===== src/rtl/morse_stream_decoder.sv =====
// morse_stream_decoder: debounced single-key Morse timing, letter decode to ASCII, and a valid/ready letter FIFO
module morse_stream_decoder #(
    parameter int DEBOUNCE_CYC   = 16,
    parameter int DOT_MAX_CYC    = 5000,
    parameter int LETTER_GAP_CYC = 15000,
    parameter int MAX_SYMBOLS    = 5,
    parameter int FIFO_DEPTH     = 8
) (
    input  logic                          clk,
    input  logic                          rst_n,
    input  logic                          button,
    input  logic                          send,
    input  logic                          out_ready,
    output logic [7:0]                    letter,
    output logic                          letter_valid,
    output logic                          symbol_strobe,
    output logic                          symbol_is_dash,
    output logic [$clog2(FIFO_DEPTH):0]   fifo_count,
    output logic                          overrun
);
    localparam int DW = $clog2(DEBOUNCE_CYC) + 1;
    localparam int PW = $clog2(DOT_MAX_CYC + 1) + 1;
    localparam int GW = $clog2(LETTER_GAP_CYC) + 1;
    localparam int AW = $clog2(FIFO_DEPTH);
    localparam int CW = AW + 1;
    localparam logic [DW-1:0] DEB_LAST  = DW'(DEBOUNCE_CYC - 1);
    localparam logic [PW-1:0] DOT_MAX   = PW'(DOT_MAX_CYC);
    localparam logic [PW-1:0] PRESS_SAT = PW'(DOT_MAX_CYC + 1);
    localparam logic [GW-1:0] GAP_LAST  = GW'(LETTER_GAP_CYC - 1);
    localparam logic [2:0]    SYM_MAX   = 3'(MAX_SYMBOLS);
    localparam logic [CW-1:0] FULL      = CW'(FIFO_DEPTH);

    typedef enum logic [1:0] {IDLE, PRESS, GAP, CLOSE} state_t;

    logic [1:0]             btn_s_q;
    logic [2:0]             snd_s_q;
    logic                   deb_q, deb_prev_q;
    logic [DW-1:0]          deb_cnt_q;
    logic                   press_ev, rel_ev, send_ev;
    state_t                 state_q, state_d;
    logic [PW-1:0]          press_cnt_q, press_cnt_d;
    logic [GW-1:0]          gap_cnt_q, gap_cnt_d;
    logic [MAX_SYMBOLS-1:0] pat_q, pat_d;
    logic [2:0]             sym_cnt_q, sym_cnt_d;
    logic                   err_q, err_d;
    logic                   add_sym, is_dash, push, sym_full;
    logic                   strobe_q, dash_q;
    logic [5:0]             code;
    logic [7:0]             dec_lut, dec_char;
    logic [7:0]             mem_q [FIFO_DEPTH];
    logic [AW-1:0]          wr_ptr_q, wr_ptr_d, rd_ptr_q, rd_ptr_d;
    logic [CW-1:0]          cnt_q, cnt_d;
    logic [7:0]             letter_q, letter_d;
    logic                   valid_q, overrun_q, overrun_d;
    logic                   pop, full, wr;

    // Debounced level flips only after DEBOUNCE_CYC consecutive samples disagreeing with it
    always_ff @(posedge clk) begin
        if (!rst_n) begin
            btn_s_q    <= '0;
            snd_s_q    <= '0;
            deb_q      <= 1'b0;
            deb_prev_q <= 1'b0;
            deb_cnt_q  <= '0;
        end else begin
            btn_s_q    <= {btn_s_q[0], button};
            snd_s_q    <= {snd_s_q[1:0], send};
            deb_prev_q <= deb_q;
            if (btn_s_q[1] == deb_q) begin
                deb_cnt_q <= '0;
            end else if (deb_cnt_q == DEB_LAST) begin
                deb_q     <= btn_s_q[1];
                deb_cnt_q <= '0;
            end else begin
                deb_cnt_q <= deb_cnt_q + 1'b1;
            end
        end
    end

    assign press_ev = deb_q & ~deb_prev_q;
    assign rel_ev   = ~deb_q & deb_prev_q;
    assign send_ev  = snd_s_q[1] & ~snd_s_q[2];

    always_ff @(posedge clk) begin
        if (!rst_n) state_q <= IDLE;
        else        state_q <= state_d;
    end

    // A press in GAP takes priority over gap expiry or a send edge
    always_comb begin
        state_d = state_q;
        case (state_q)
            IDLE:    state_d = press_ev ? PRESS : IDLE;
            PRESS:   state_d = rel_ev ? GAP : PRESS;
            GAP:     state_d = press_ev ? PRESS : (gap_cnt_q == GAP_LAST || send_ev) ? CLOSE : GAP;
            default: state_d = IDLE;
        endcase
    end

    // press_cnt_q lags the debounced press length by one at release, hence >= rather than >
    always_comb begin
        add_sym = state_q == PRESS && rel_ev;
        is_dash = press_cnt_q >= DOT_MAX;
        push    = state_q == CLOSE;
    end

    always_comb begin
        sym_full    = sym_cnt_q == SYM_MAX;
        press_cnt_d = state_q != PRESS ? '0 : press_cnt_q == PRESS_SAT ? press_cnt_q : press_cnt_q + 1'b1;
        gap_cnt_d   = state_q != GAP ? '0 : gap_cnt_q == GAP_LAST ? gap_cnt_q : gap_cnt_q + 1'b1;
        pat_d       = push ? '0 : (add_sym && !sym_full) ? (pat_q << 1) | MAX_SYMBOLS'(is_dash) : pat_q;
        sym_cnt_d   = push ? '0 : (add_sym && !sym_full) ? sym_cnt_q + 1'b1 : sym_cnt_q;
        err_d       = push ? 1'b0 : err_q | (add_sym && sym_full);
    end

    always_ff @(posedge clk) begin
        if (!rst_n) begin
            press_cnt_q <= '0;
            gap_cnt_q   <= '0;
            pat_q       <= '0;
            sym_cnt_q   <= '0;
            err_q       <= 1'b0;
            strobe_q    <= 1'b0;
            dash_q      <= 1'b0;
        end else begin
            press_cnt_q <= press_cnt_d;
            gap_cnt_q   <= gap_cnt_d;
            pat_q       <= pat_d;
            sym_cnt_q   <= sym_cnt_d;
            err_q       <= err_d;
            strobe_q    <= add_sym;
            dash_q      <= add_sym ? is_dash : dash_q;
        end
    end

    // Leading-one code: a 1 marker above the used pattern bits makes each length unique
    always_comb begin
        code = 6'(pat_q) | (6'd1 << sym_cnt_q);
        case (code)
            6'b101:    dec_lut = 8'h41;
            6'b11000:  dec_lut = 8'h42;
            6'b11010:  dec_lut = 8'h43;
            6'b1100:   dec_lut = 8'h44;
            6'b10:     dec_lut = 8'h45;
            6'b10010:  dec_lut = 8'h46;
            6'b1110:   dec_lut = 8'h47;
            6'b10000:  dec_lut = 8'h48;
            6'b100:    dec_lut = 8'h49;
            6'b10111:  dec_lut = 8'h4A;
            6'b1101:   dec_lut = 8'h4B;
            6'b10100:  dec_lut = 8'h4C;
            6'b111:    dec_lut = 8'h4D;
            6'b110:    dec_lut = 8'h4E;
            6'b1111:   dec_lut = 8'h4F;
            6'b10110:  dec_lut = 8'h50;
            6'b11101:  dec_lut = 8'h51;
            6'b1010:   dec_lut = 8'h52;
            6'b1000:   dec_lut = 8'h53;
            6'b11:     dec_lut = 8'h54;
            6'b1001:   dec_lut = 8'h55;
            6'b10001:  dec_lut = 8'h56;
            6'b1011:   dec_lut = 8'h57;
            6'b11001:  dec_lut = 8'h58;
            6'b11011:  dec_lut = 8'h59;
            6'b11100:  dec_lut = 8'h5A;
            6'b111111: dec_lut = 8'h30;
            6'b101111: dec_lut = 8'h31;
            6'b100111: dec_lut = 8'h32;
            6'b100011: dec_lut = 8'h33;
            6'b100001: dec_lut = 8'h34;
            6'b100000: dec_lut = 8'h35;
            6'b110000: dec_lut = 8'h36;
            6'b111000: dec_lut = 8'h37;
            6'b111100: dec_lut = 8'h38;
            6'b111110: dec_lut = 8'h39;
            default:   dec_lut = 8'h3F;
        endcase
        dec_char = (err_q || sym_cnt_q > 3'd5) ? 8'h3F : dec_lut;
    end

    // The registered head is refreshed from the post-update pointers, so it stays put while stalled
    always_comb begin
        pop       = valid_q && out_ready;
        full      = cnt_q == FULL;
        wr        = push && (!full || pop);
        wr_ptr_d  = wr ? wr_ptr_q + 1'b1 : wr_ptr_q;
        rd_ptr_d  = pop ? rd_ptr_q + 1'b1 : rd_ptr_q;
        cnt_d     = cnt_q + CW'(wr) - CW'(pop);
        letter_d  = cnt_d == '0 ? 8'h00 : (wr && rd_ptr_d == wr_ptr_q) ? dec_char : mem_q[rd_ptr_d];
        overrun_d = overrun_q | (push && full && !pop);
    end

    always_ff @(posedge clk) begin
        if (wr) mem_q[wr_ptr_q] <= dec_char;
    end

    always_ff @(posedge clk) begin
        if (!rst_n) begin
            wr_ptr_q  <= '0;
            rd_ptr_q  <= '0;
            cnt_q     <= '0;
            letter_q  <= 8'h00;
            valid_q   <= 1'b0;
            overrun_q <= 1'b0;
        end else begin
            wr_ptr_q  <= wr_ptr_d;
            rd_ptr_q  <= rd_ptr_d;
            cnt_q     <= cnt_d;
            letter_q  <= letter_d;
            valid_q   <= cnt_d != '0;
            overrun_q <= overrun_d;
        end
    end

    assign letter         = letter_q;
    assign letter_valid   = valid_q;
    assign symbol_strobe  = strobe_q;
    assign symbol_is_dash = dash_q;
    assign fifo_count     = cnt_q;
    assign overrun        = overrun_q;
endmodule


===== config.mk =====
export PLATFORM = sky130hd
export DESIGN_NAME = morse_stream_decoder
export DESIGN_NICKNAME = d
export VERILOG_FILES = /design/src/rtl/morse_stream_decoder.sv
export SDC_FILE = /design/constraint.sdc
export NUM_CORES = 1
export LEC_CHECK = 0
export CORE_UTILIZATION = 45
export CTS_BUF_LIST = sky130_fd_sc_hd__clkbuf_2
export DETAILED_ROUTE_END_ITERATION = 10
export MAX_ROUTING_LAYER = met4
export PLACE_DENSITY = 0.73
export SETUP_SLACK_MARGIN = 0.5
export SYNTH_ARGS = -nofsm -noshare
export SYNTH_HDL_FRONTEND = slang
export SYNTH_SLANG_ARGS = --single-unit

===== constraint.sdc =====
create_clock -name clk -period 8.3 [get_ports clk]
set_clock_uncertainty 0.05 [all_clocks]
set_input_delay 2.49 -clock clk [delete_from_list [all_inputs] [get_ports clk]]
set_output_delay 2.49 -clock clk [all_outputs]
set_load 0.02 [all_outputs]

After elaboration in Yosys (flattened, before gate mapping)
Memory sizes are Yosys's and may differ from the RTL's. A register that Yosys moved wholly into a read port is not among the register bits.
Index checks and enable logic that the tools add are counted.
- add/subtract/negate cells: 8
- eq/ne operators: 11
- shift-type cells: 1
- $lt $le $gt $ge: 2
- bitwise gates (word level): 12
- reductions and logical operators: 22
- mux-type cells: 9
- operators with widths (operator ; number):
    15-bit by 1-bit adder with 15-bit output (second input constant) ; 1
    15-bit by 14-bit == test with 1-bit output (second input constant) ; 1
    14-bit by 1-bit adder with 14-bit output (second input constant) ; 1
    14-bit by 13-bit == test with 1-bit output (second input constant) ; 1
    14-bit by 13-bit >= comparator with 1-bit output (second input constant) ; 1
    3-bit by 1-bit adder with 3-bit output (second input constant) ; 3
    8-bit 2-to-1 mux ; 1
    2-bit OR reduction ; 4
    1-bit logical AND ; 7
    5-bit by 6-bit OR with 6-bit output ; 1
    2-bit case mux with 3 select lines ; 1
    1-bit by 3-bit << shifter with 6-bit output (first input constant) ; 1
    5-bit by 1-bit adder with 5-bit output (second input constant) ; 1
    5-bit by 4-bit == test with 1-bit output (second input constant) ; 1
    1-bit inverter ; 5
    5-bit by 1-bit OR with 5-bit output ; 1
    4-bit by 1-bit adder with 4-bit output ; 1
    2-bit == test (second input constant) ; 2
    4-bit == test (second input constant) ; 1
    4-bit logical NOT ; 1
    1-bit 2-to-1 mux ; 4
    2-bit 2-to-1 mux ; 2
    4-bit nonzero test ; 1
    4-bit by 1-bit subtractor with 4-bit output ; 1
    other kinds (14) ; 21
- RAM bits: 64
- bits of input ports: 5
- flip-flop bits (word level): 66
- ROM bits: 448
- word-level logic and storage cells: 85
- memories kept: 2
- memory list (memory ; words ; bits a word ; read ports ; clocked after Yosys merged registers in ; wr ports ; RTL line ; source):
    (name not given) ; 64 ; 7 ; 1 ; 0 ; 0 ; 139 ; case (code)
    mem_q ; 8 ; 8 ; 1 ; 1 ; 1 ; 50 ; logic [7:0] mem_q [FIFO_DEPTH];

Depth between registers and ports, before layout
Gate-level depths: netlist of the first run.
- word-level depth: 8
- mapped depth: 12
- mapped depth without buffers: 12

Worst setup path before layout of the first run
OpenSTA, ideal clock, no wires.
- kind: input port to flip-flop
- start: in out_ready
- end: reg letter_q[1], in the netlist letter[1] (read register of mem_q)
- stages: 10
- required time: 8.134 ns
- setup time: 0.116 ns
- arrival: 4.206 ns
- setup slack: 3.928 ns
- cell sequence: nand2_2 nand3_1 nand3_1 o21ai_0 ha_1 fa_1 xor2_1 nor4_1 nor2_1 o211a_1
- word-level cells in the longest chain between the ends: 7
- ends and longest elaborated chain (element ; RTL line ; source):
    start, declared ; 13 ; input logic out_ready,
    1-bit logical AND (*) ; 183 ; pop = valid_q && out_ready;
    1-bit logical OR ; 185 ; wr = push && (!full || pop);
    1-bit logical AND ; 185 ;
    4-bit by 1-bit adder with 4-bit output ; 188 ; cnt_d = cnt_q + CW'(wr) - CW'(pop);
    4-bit by 1-bit subtractor with 4-bit output ; 188 ;
    4-bit logical NOT ; 189 ; letter_d = cnt_d == '0 ? 8'h00 : (wr && rd_ptr_d == wr_ptr_q) ? dec_char : mem_q[rd_ptr_d];
    2-bit OR reduction (no source line) ; -- ;
    end, declared ; 53 ; logic [7:0] letter_q, letter_d;
Every way passes the cells marked *; elsewhere a longest branch is shown, timed or not.
A chain may end at the register's enable or synchronous reset.

Final worst setup path of the first run
- start: in out_ready
- end: reg letter_q[5], in the netlist letter[5] (read register of mem_q)
The elaborated chain is that of the path after synthesis.

==> results.cfg, run 1 <==
[status]
outcome = finished clean

[clock_tree]
cts-buffers-inserted = 17
post_cts_resized = 0
clk_latency_ns = 0.70
cts_root_buf = clkbuf_2
cts_tree = done
clock_tree.buffer_depth = 2
clock_sinks = 129
path_clk_slew_ns = 0.17
hold_buffers = 0
htree_levels = 4
cts_post_setup_buffers_inserted = 0

[logic_synthesis]
ys_top_cells_by_count = dfxtp_1, nor2_1, nand2_1
synth_nets = 583
synthArstFlopShare_pct = 0
yosys-top-cells-area = edfxtp_1, dfxtp_1, ha_1
synth_area_per_cell_um2 = 10.8
dominantRegCellSynth = dfxtp_1
yosysSeqAreaShare_pct = 52.5
netlist_instances = 553
synth_top_area_share_pct = 28.1
synth.most_common_cell = dfxtp_1
synth_area_leader_cell = edfxtp_1
syn_area_um2 = 5990
synth-warning-count = 0
ys_types = 66
synth_edf_count = 56
yosys_register_bits = 129

[sta]
period_minus_slack_ns = 4.50
setup_viol = 0
setup_tns_ns = 0
relSlewSlack_pct = 19.7
worst_pin_slew_ns = 1.20
timing.fmax_ghz = 0.222
period_share_pct = 54.2
final_max_slew_viol_count = 0
rsz0062_at_grt = no
hold_viol = 0

[place]
hpwl_um = 8070
globalplace.congestion = 0.850
portBuffers = 19

[worst_hold_path]
min_path_type = reg -> reg

[die]
rows = 41
die_h_um = 117
die_x_um = 117
die-area_um2 = 13800
core_um2 = 12800
start_util_pct = 46.7
io_pins = 21

[routing]
routedWlPerCell_um = 15.1
routed_wl_um = 11500
drt_iter0_markers = 274
viasPerCell = 5.44
vias = 4146
drc = 0
ant_nets = 0
drt_first_pass_iters = 5

[global_routing]
grt_pass1_wl_um = 19600
track_usage_pct = 18.6
grt_overflow = 0
grt_pass1_vias = 3982
grt_max_degree = 23
antenna_found_initial = 0

[worst_setup_path]
crit_type = in -> reg
crit_path_max_fanout = 8
startpoint_type = input pin
cp_data_arrival_time_ns = 5.09
critPathCaptureType = register
critPathRequiredTime_ns = 8.89

[cells_and_area]
antennaDiodeCount = 0
final_net_count = 607
final_util_pct = 51.1
syn_to_final_growth_pct = 9.46
drive_gt1_share_pct = 9.49

[pwr]
ir_drop_mv = 0.0851
leakage_nw = 2.20
power.density_nw_per_um2 = 202

[run]
cap_violations = 0
-- sequential cells by signal, summed over array words and instances (netlist names) --
signal	flops
err_q	1
deb_prev_q	1
gap_cnt_q	15
symbol_strobe	1
symbol_is_dash	1
deb_cnt_q	5
press_cnt_q	14
letter_valid	1
fifo_count	4
pat_q	5
wr_ptr_q	3
state_q	2
btn_s_q	2
snd_s_q	3
letter	7
deb_q	1
rd_ptr_q	3
mem_q	56
sym_cnt_q	3
overrun	1
-- final timing paths --
path,startpoint,to,slack (ns),cells past startpoint
worst min-delay path,snd_s_q[0],snd_s_q[1],0.41,1
worst min register to register,snd_s_q[0],snd_s_q[1],0.41,1
worst max register to register,sym_cnt_q[2],mem_q[3][5],4.89,7
worst max-delay path,out_ready,letter[5],3.80,11
-- kinds of logic (layout without fill, tap and decap cells) --
logic type               Yosys count  after routing  share of synthesized area, %
multiplexers                      35             35                          8.58
AND/OR/NAND/NOR                  205            205                          16.2
adder cells (fa/ha/maj)           26             26                          5.51
XOR/XNOR                          33             33                          4.95
flip-flops                       129            129                          52.5
AO/OA/AOI/OAI                     86             86                          9.40
other                              1              1                        0.0626
buffers and inverters             38             75                          2.82
-- worst max-delay path, cell delays in order --
cell	delay (ns)
clkdlybuf4s50_1	0.44
nand2_2	0.17
nand3_1	0.13
nand3_1	0.21
o21ai_0	0.11
ha_1	0.21
fa_1	0.37
xor2_1	0.21
nor4_1	0.08
nor2_1	0.43
o211a_1	0.23
-- power by group --
group          leakage [nW]  internal (mW)  switching (mW)
combinational          1.13          0.132           0.136
sequential            0.938          0.686          0.0149
clock                 0.136          0.135           0.223
-- through the flow --
step | std cells | worst slack, ns | power (mW) | area, um^2 | hold slack (ns)
after floorplan | 553 | 3.93 | 0.907 | 5990 | 0.362
after global routing | 762 | 3.63 | 1.39 | 6560 | 0.434
after detailed placement | 730 | 3.06 | 0.988 | 6340 | 0.373
after global placement | 730 | 3.20 | 0.982 | 6340 | 0.365
after CTS | 762 | 3.82 | 1.34 | 6560 | 0.412
final | 762 | 3.80 | 1.33 | 6560 | 0.408
-- area by class of cell --
type	count	area (um^2)
multi-input cells	386	2680
clock inverters	13	120
well taps	172	215
fillers	1141	6270
flip-flops and latches	129	3140
repair buffers	25	235
clock buffers	19	95.1
inverters	18	70.1
-- metal layers --
metal | vias up | part of all wire, % | GRT usage (%)
met5 | - | 0 | -
met4 | 0 | 1.7 | 7.14
met3 | 23 | 4.8 | 5.06
met2 | 106 | 46 | 27.9
met1 | 1987 | 47 | 23.9
li1 | 2030 | - | -
-- layout by cell type, fill, tap and decap left out, types with 9 or more instances in the layout --
cell,instances
a21oi_1,28
and2_1,12
clkbuf_2,19
clkdlybuf4s50_1,19
dfxtp_1,73
edfxtp_1,56
ha_1,24
inv_1,17
mux2i_1,21
mux4_2,12
nand2_1,58
nand3_1,20
nor2_1,60
nor3_1,9
o21ai_0,18
xnor2_1,11
xor2_1,21
Note: power is estimated with default switching activity, not from simulation.
==> inputs of run 2 (changes only) <==
--- a/config.mk
+++ b/config.mk
@@ -9,7 +9,7 @@
 export CTS_BUF_LIST = sky130_fd_sc_hd__clkbuf_2
 export DETAILED_ROUTE_END_ITERATION = 10
 export MAX_ROUTING_LAYER = met4
-export PLACE_DENSITY = 0.73
+export PLACE_DENSITY = 0.75
 export SETUP_SLACK_MARGIN = 0.5
 export SYNTH_ARGS = -nofsm -noshare
 export SYNTH_HDL_FRONTEND = slang
==> constraint.sdc (replaced) <==
create_clock -name clk -period 3.7 [get_ports clk]
set_clock_uncertainty 0.05 [all_clocks]
set_input_delay 1.11 -clock clk [delete_from_list [all_inputs] [get_ports clk]]
set_output_delay 1.11 -clock clk [all_outputs]
set_load 0.02 [all_outputs]
==> results.cfg, run 2 (synthesis results as in run 1) <==
[run]
cap_violations = 0

[worst_setup_path]
crit_type = reg -> reg
crit_slowest_cell = a2111o_1
reg2regPathDepth = 10
crit_top_cell = ha_1
startpoint_type = register
rrSetupSlack_ns = 0.69
critical_path.cell_chain = inv_1 > ha_1 > nor2b_1 > or2_4 > inv_4 > ha_1 > a21oi_1 > a311o_1 > a2111o_1 > o211a_1
crit_start = sym_cnt_q[0]
critPathMaxStageDelay_ns = 0.55
critPathCaptureType = register
r2r-end = letter[1]
cp_data_arrival_time_ns = 3.57
crit_path_max_fanout = 9
r2r-start = sym_cnt_q[0]
critPathRequiredTime_ns = 4.26

[global_routing]
grt_max_degree = 23
grt_pass1_wl_um = 19300
grt_overflow = 0
track_usage_pct = 18.1
antenna_found_initial = 0
grt_pass1_vias = 4072

[cells_and_area]
final_net_count = 620
largest_registers = mem_q: 56 flops, gap_cnt_q: 15 flops, press_cnt_q: 14 flops
mostFrequentLayoutCells = dfxtp_1, nor2_1, nand2_1, edfxtp_1, a21oi_1
drive_gt1_share_pct = 12.1
regMostFlops = mem_q
final_util_pct = 52.1
largest_reg_flops = 56
syn_to_final_growth_pct = 11.6
mostFrequentLayoutCell = dfxtp_1
fillers = 1134
antennaDiodeCount = 0

[pwr]
power.density_nw_per_um2 = 451
p_clk_share_pct = 26.3
seqPwrFrac_pct = 52.3
combPwrFrac_pct = 21.4
ir_drop_mv = 0.177
leakage_nw = 2.28
swShare_pct = 28.1
netSwitchingPower_mw = 0.846
power_mw = 3.01
intPower_mw = 2.17

[sta]
period_minus_slack_ns = 3.01
timing.fmax_ghz = 0.332
period_share_pct = 81.4
rsz0062_at_grt = no
final_max_slew_viol_count = 0
setup_viol = 0
layout_setup_ws_ns = 0.688
worst_pin_slew_ns = 0.670
setup_tns_ns = 0
hold_viol = 0
relSlewSlack_pct = 55.3

[die]
die_x_um = 117
io_pins = 21
die-area_um2 = 13800
die_h_um = 117
start_util_pct = 46.7
core_um2 = 12800
rows = 41

[routing]
routed_wl_um = 11400
drt_iter0_markers = 356
routedWlPerCell_um = 14.7
drc = 0
drt_first_pass_iters = 5
vias = 4157
ant_nets = 0
viasPerCell = 5.36

[clock_tree]
clock_sinks = 129
htree_levels = 4
cts-buffers-inserted = 17
path_clk_slew_ns = 0.19
cts_root_buf = clkbuf_2
clock_tree.buffer_depth = 2
clk_latency_ns = 0.70
hold_buffers = 0
cts_tree = done

[worst_hold_path]
min_path_cells = 1
min_path_type = reg -> reg
hp-start = btn_s_q[0]
min_to = btn_s_q[1]

[status]
outcome = finished clean

[place]
globalplace.congestion = 0.914
portBuffers = 19
hpwl_um = 8010
pre_cts_ws_ns = 0.0669
-- run 2: area by class of cell --
cell class | instances | area (um^2) | area share [%]
Multi-Input combinational cell | 386 | 2700 | 40.3
Timing Repair Buffer | 38 | 345 | 5.17
Sequential cell | 129 | 3140 | 47.0
Inverter | 18 | 70.1 | 1.05
Tap cell | 172 | 215 | 3.22
Clock inverter | 13 | 120 | 1.80
Clock buffer | 19 | 95.1 | 1.42
-- run 2: timing repair --
action                     4_1_cts  5_1_grt
gates resized for setup          1        3
setup buffers                    0        0
setup endpoints to repair        1       27
-- run 2: how the worst max path moves through the flow --
stage                endpoint  slack, ns
floorplan           letter[1]       0.71
global placement    letter[0]       0.21
detailed placement  letter[5]       0.07
CTS                 letter[1]       0.53
global route        letter[1]       0.52
finish              letter[1]       0.69
-- run 2: layer usage --
metal	GRT usage (%)	up-vias	wire length (um)
met1	22.0	1990	5150
li1	-	2059	-
met2	28.8	93	5540
met3	4.72	15	504
met5	-	-	0
met4	7.14	0	184
-- run 2: power groups by stage --
stage	Combinational (mW)	Sequential, mW	Clock (mW)
2_1_floorplan	0.362	1.67	0
3_3_place_gp	0.629	1.61	0
3_5_place_dp	0.650	1.61	0
4_1_cts	0.655	1.58	0.824
5_1_grt	0.699	1.59	0.880
6_report	0.644	1.58	0.793
-- run 2: through the flow --
step           std cells  area [um^2]  hold WS [ns]
6_report             775         6680         0.416
4_1_cts              775         6670         0.408
5_1_grt              775         6680         0.433
3_3_place_gp         743         6450         0.368
3_5_place_dp         743         6450         0.372
2_1_floorplan        553         5990         0.362
-- run 2: worst max-delay path: cells and delay by family, from the launching register on --
kind,cells,cell delay (ns)
AO/OA/AOI/OAI,4,1.25
adder cells (fa/ha/maj),2,0.53
buffers and inverters,2,0.17
flip-flops,1,0.44
AND/OR/NAND/NOR,2,0.48
==> inputs of run 3 (changes only) <==
--- a/config.mk
+++ b/config.mk
@@ -9,7 +9,7 @@
 export CTS_BUF_LIST = sky130_fd_sc_hd__clkbuf_2
 export DETAILED_ROUTE_END_ITERATION = 10
 export MAX_ROUTING_LAYER = met4
-export PLACE_DENSITY = 0.75
+export PLACE_DENSITY = 0.73
 export SETUP_SLACK_MARGIN = 0.5
 export SYNTH_ARGS = -nofsm -noshare
 export SYNTH_HDL_FRONTEND = slang
==> constraint.sdc (replaced) <==
create_clock -name clk -period 3 [get_ports clk]
set_clock_uncertainty 0.05 [all_clocks]
set_input_delay 0.9 -clock clk [delete_from_list [all_inputs] [get_ports clk]]
set_output_delay 0.9 -clock clk [all_outputs]
set_load 0.02 [all_outputs]
==> results.cfg, run 3 (synthesis results as in run 1) <==
[status]
outcome = finished clean

[cells_and_area]
regMostFlops = mem_q
final_net_count = 659
mostFrequentLayoutCell = dfxtp_1
layout.cells.non_filler = 814
mostFrequentLayoutCells = dfxtp_1, nor2_1, nand2_1, edfxtp_1, buf_4
largest_reg_flops = 56
drive_gt1_share_pct = 26.0
largest_registers = mem_q: 56 flops, gap_cnt_q: 15 flops, press_cnt_q: 14 flops
syn_to_final_growth_pct = 23.9
antennaDiodeCount = 0

[worst_setup_path]
critPathMaxStageDelay_ns = 0.45
r2r-end = letter[3]
crit_path_max_fanout = 5
rrSetupSlack_ns = 0.34
crit_top_cell = ha_4
startpoint_type = register
cp_top_family = compound AO/OA/AOI/OAI gates
crit_slowest_cell = mux4_2
crit_type = reg -> reg
critPathRequiredTime_ns = 3.58
r2r-start = sym_cnt_q[0]
reg2regPathDepth = 10
critPathCaptureType = register
crit_buf_inv = 2
cp_data_arrival_time_ns = 3.24
critical_path.cell_chain = inv_4 > ha_4 > nor2b_4 > or2_4 > ha_4 > inv_2 > mux4_2 > a221o_1 > o211ai_4 > o211a_1

[global_routing]
grt_pass1_wl_um = 22300
grt_pass1_vias = 4551
track_usage_pct = 21.4
antenna_found_initial = 0
grt_overflow = 0
grt_max_degree = 17

[place]
portBuffers = 19
globalplace.congestion = 0.932
hpwl_um = 8660
pre_cts_ws_ns = -0.410
dp_cells = 753

[die]
die_h_um = 117
die-area_um2 = 13800
io_pins = 21
start_util_pct = 46.7
core_um2 = 12800
rows = 41
die_x_um = 117

[sta]
timing.fmax_ghz = 0.376
period_share_pct = 88.6
relSlewSlack_pct = 58.3
holdWs_ns = 0.410
period_minus_slack_ns = 2.66
layout_setup_ws_ns = 0.342
final_max_slew_viol_count = 0
rsz0062_at_grt = yes
hold_viol = 0
worst_pin_slew_ns = 0.626
setup_viol = 0

[worst_hold_path]
min_path_cells = 1
hp-start = snd_s_q[0]
min_to = snd_s_q[1]
min_path_type = reg -> reg

[clock_tree]
htree_levels = 4
hold_buffers = 0
path_clk_slew_ns = 0.20
clock_sinks = 129
clk_latency_ns = 0.68
cts_root_buf = clkbuf_2
clock_tree.buffer_depth = 2
cts_tree = done
cts-buffers-inserted = 17

[routing]
vias = 4450
drt_first_pass_iters = 5
ant_nets = 0
drt_iter0_markers = 300
routed_wl_um = 13600
viasPerCell = 5.47
drc = 0
routedWlPerCell_um = 16.7

[run]
cap_violations = 0

[pwr]
power.density_nw_per_um2 = 530
ir_drop_mv = 0.253
leakage_nw = 2.62
power_mw = 3.93
-- run 3: report_power, final --
group / internal [mW] / total, mW / switching (mW)
Combinational: 0.426 / 0.884 / 0.458
Sequential: 1.90 / 1.95 / 0.0546
Clock: 0.467 / 1.09 / 0.625
Total: 2.79 / 3.93 / 1.14
-- run 3: layout make-up --
class | instances | area [um^2]
multi-input combinational | 390 | 3090
fill | 1053 | 5410
sequential | 129 | 3160
tap | 172 | 215
timing repair buffer | 73 | 621
inverter | 18 | 77.6
clock inverter | 14 | 165
clock buffer | 18 | 90.1
-- run 3: worst max-delay path by stage --
stage	from	endpoint	slack, ns	depth (start not counted)
2_1_floorplan	out_ready	letter[2]	0.36	9
3_3_place_gp	out_ready	letter[5]	-0.36	11
3_5_place_dp	out_ready	letter[4]	-0.41	11
4_1_cts	sym_cnt_q[0]	letter[3]	0.34	10
5_1_grt	sym_cnt_q[1]	letter[1]	0.24	12
6_report	sym_cnt_q[0]	letter[3]	0.34	10
-- run 3: per-layer routing --
metal / up-vias / share of wire, % / wire [um] / track usage (%)
li1: 2152 / - / - / -
met1: 2150 / 43 / 5880 / 24.6
met2: 122 / 50 / 6850 / 35.4
met3: 26 / 4.2 / 572 / 5.35
met4: 0 / 2.0 / 268 / 9.33
met5: - / 0 / 0 / -
-- run 3: worst reg2reg max path: stages, from the launching register on --
cell	delay (ns)
dfxtp_4	0.41
inv_4	0.04
ha_4	0.15
nor2b_4	0.12
or2_4	0.28
ha_4	0.27
inv_2	0.03
mux4_2	0.45
a221o_1	0.44
o211ai_4	0.17
o211a_1	0.19
-- run 3: timing repair --
action,CTS,global route
cloned,4,0
endpoints found under the setup margin,66,54
setup buffers,17,8
pin swaps,16,18
gates resized for setup,79,28
-- run 3: metrics by stage --
step | area (um^2) | setup TNS [ns] | utilization, %
3_5_place_dp | 6580 | -3.10 | 51.3
3_3_place_gp | 6580 | -2.71 | 51.3
2_1_floorplan | 6050 | 0 | -
4_1_cts | 7270 | 0 | 56.7
6_report | 7420 | 0 | 57.9
5_1_grt | 7420 | 0 | 57.9
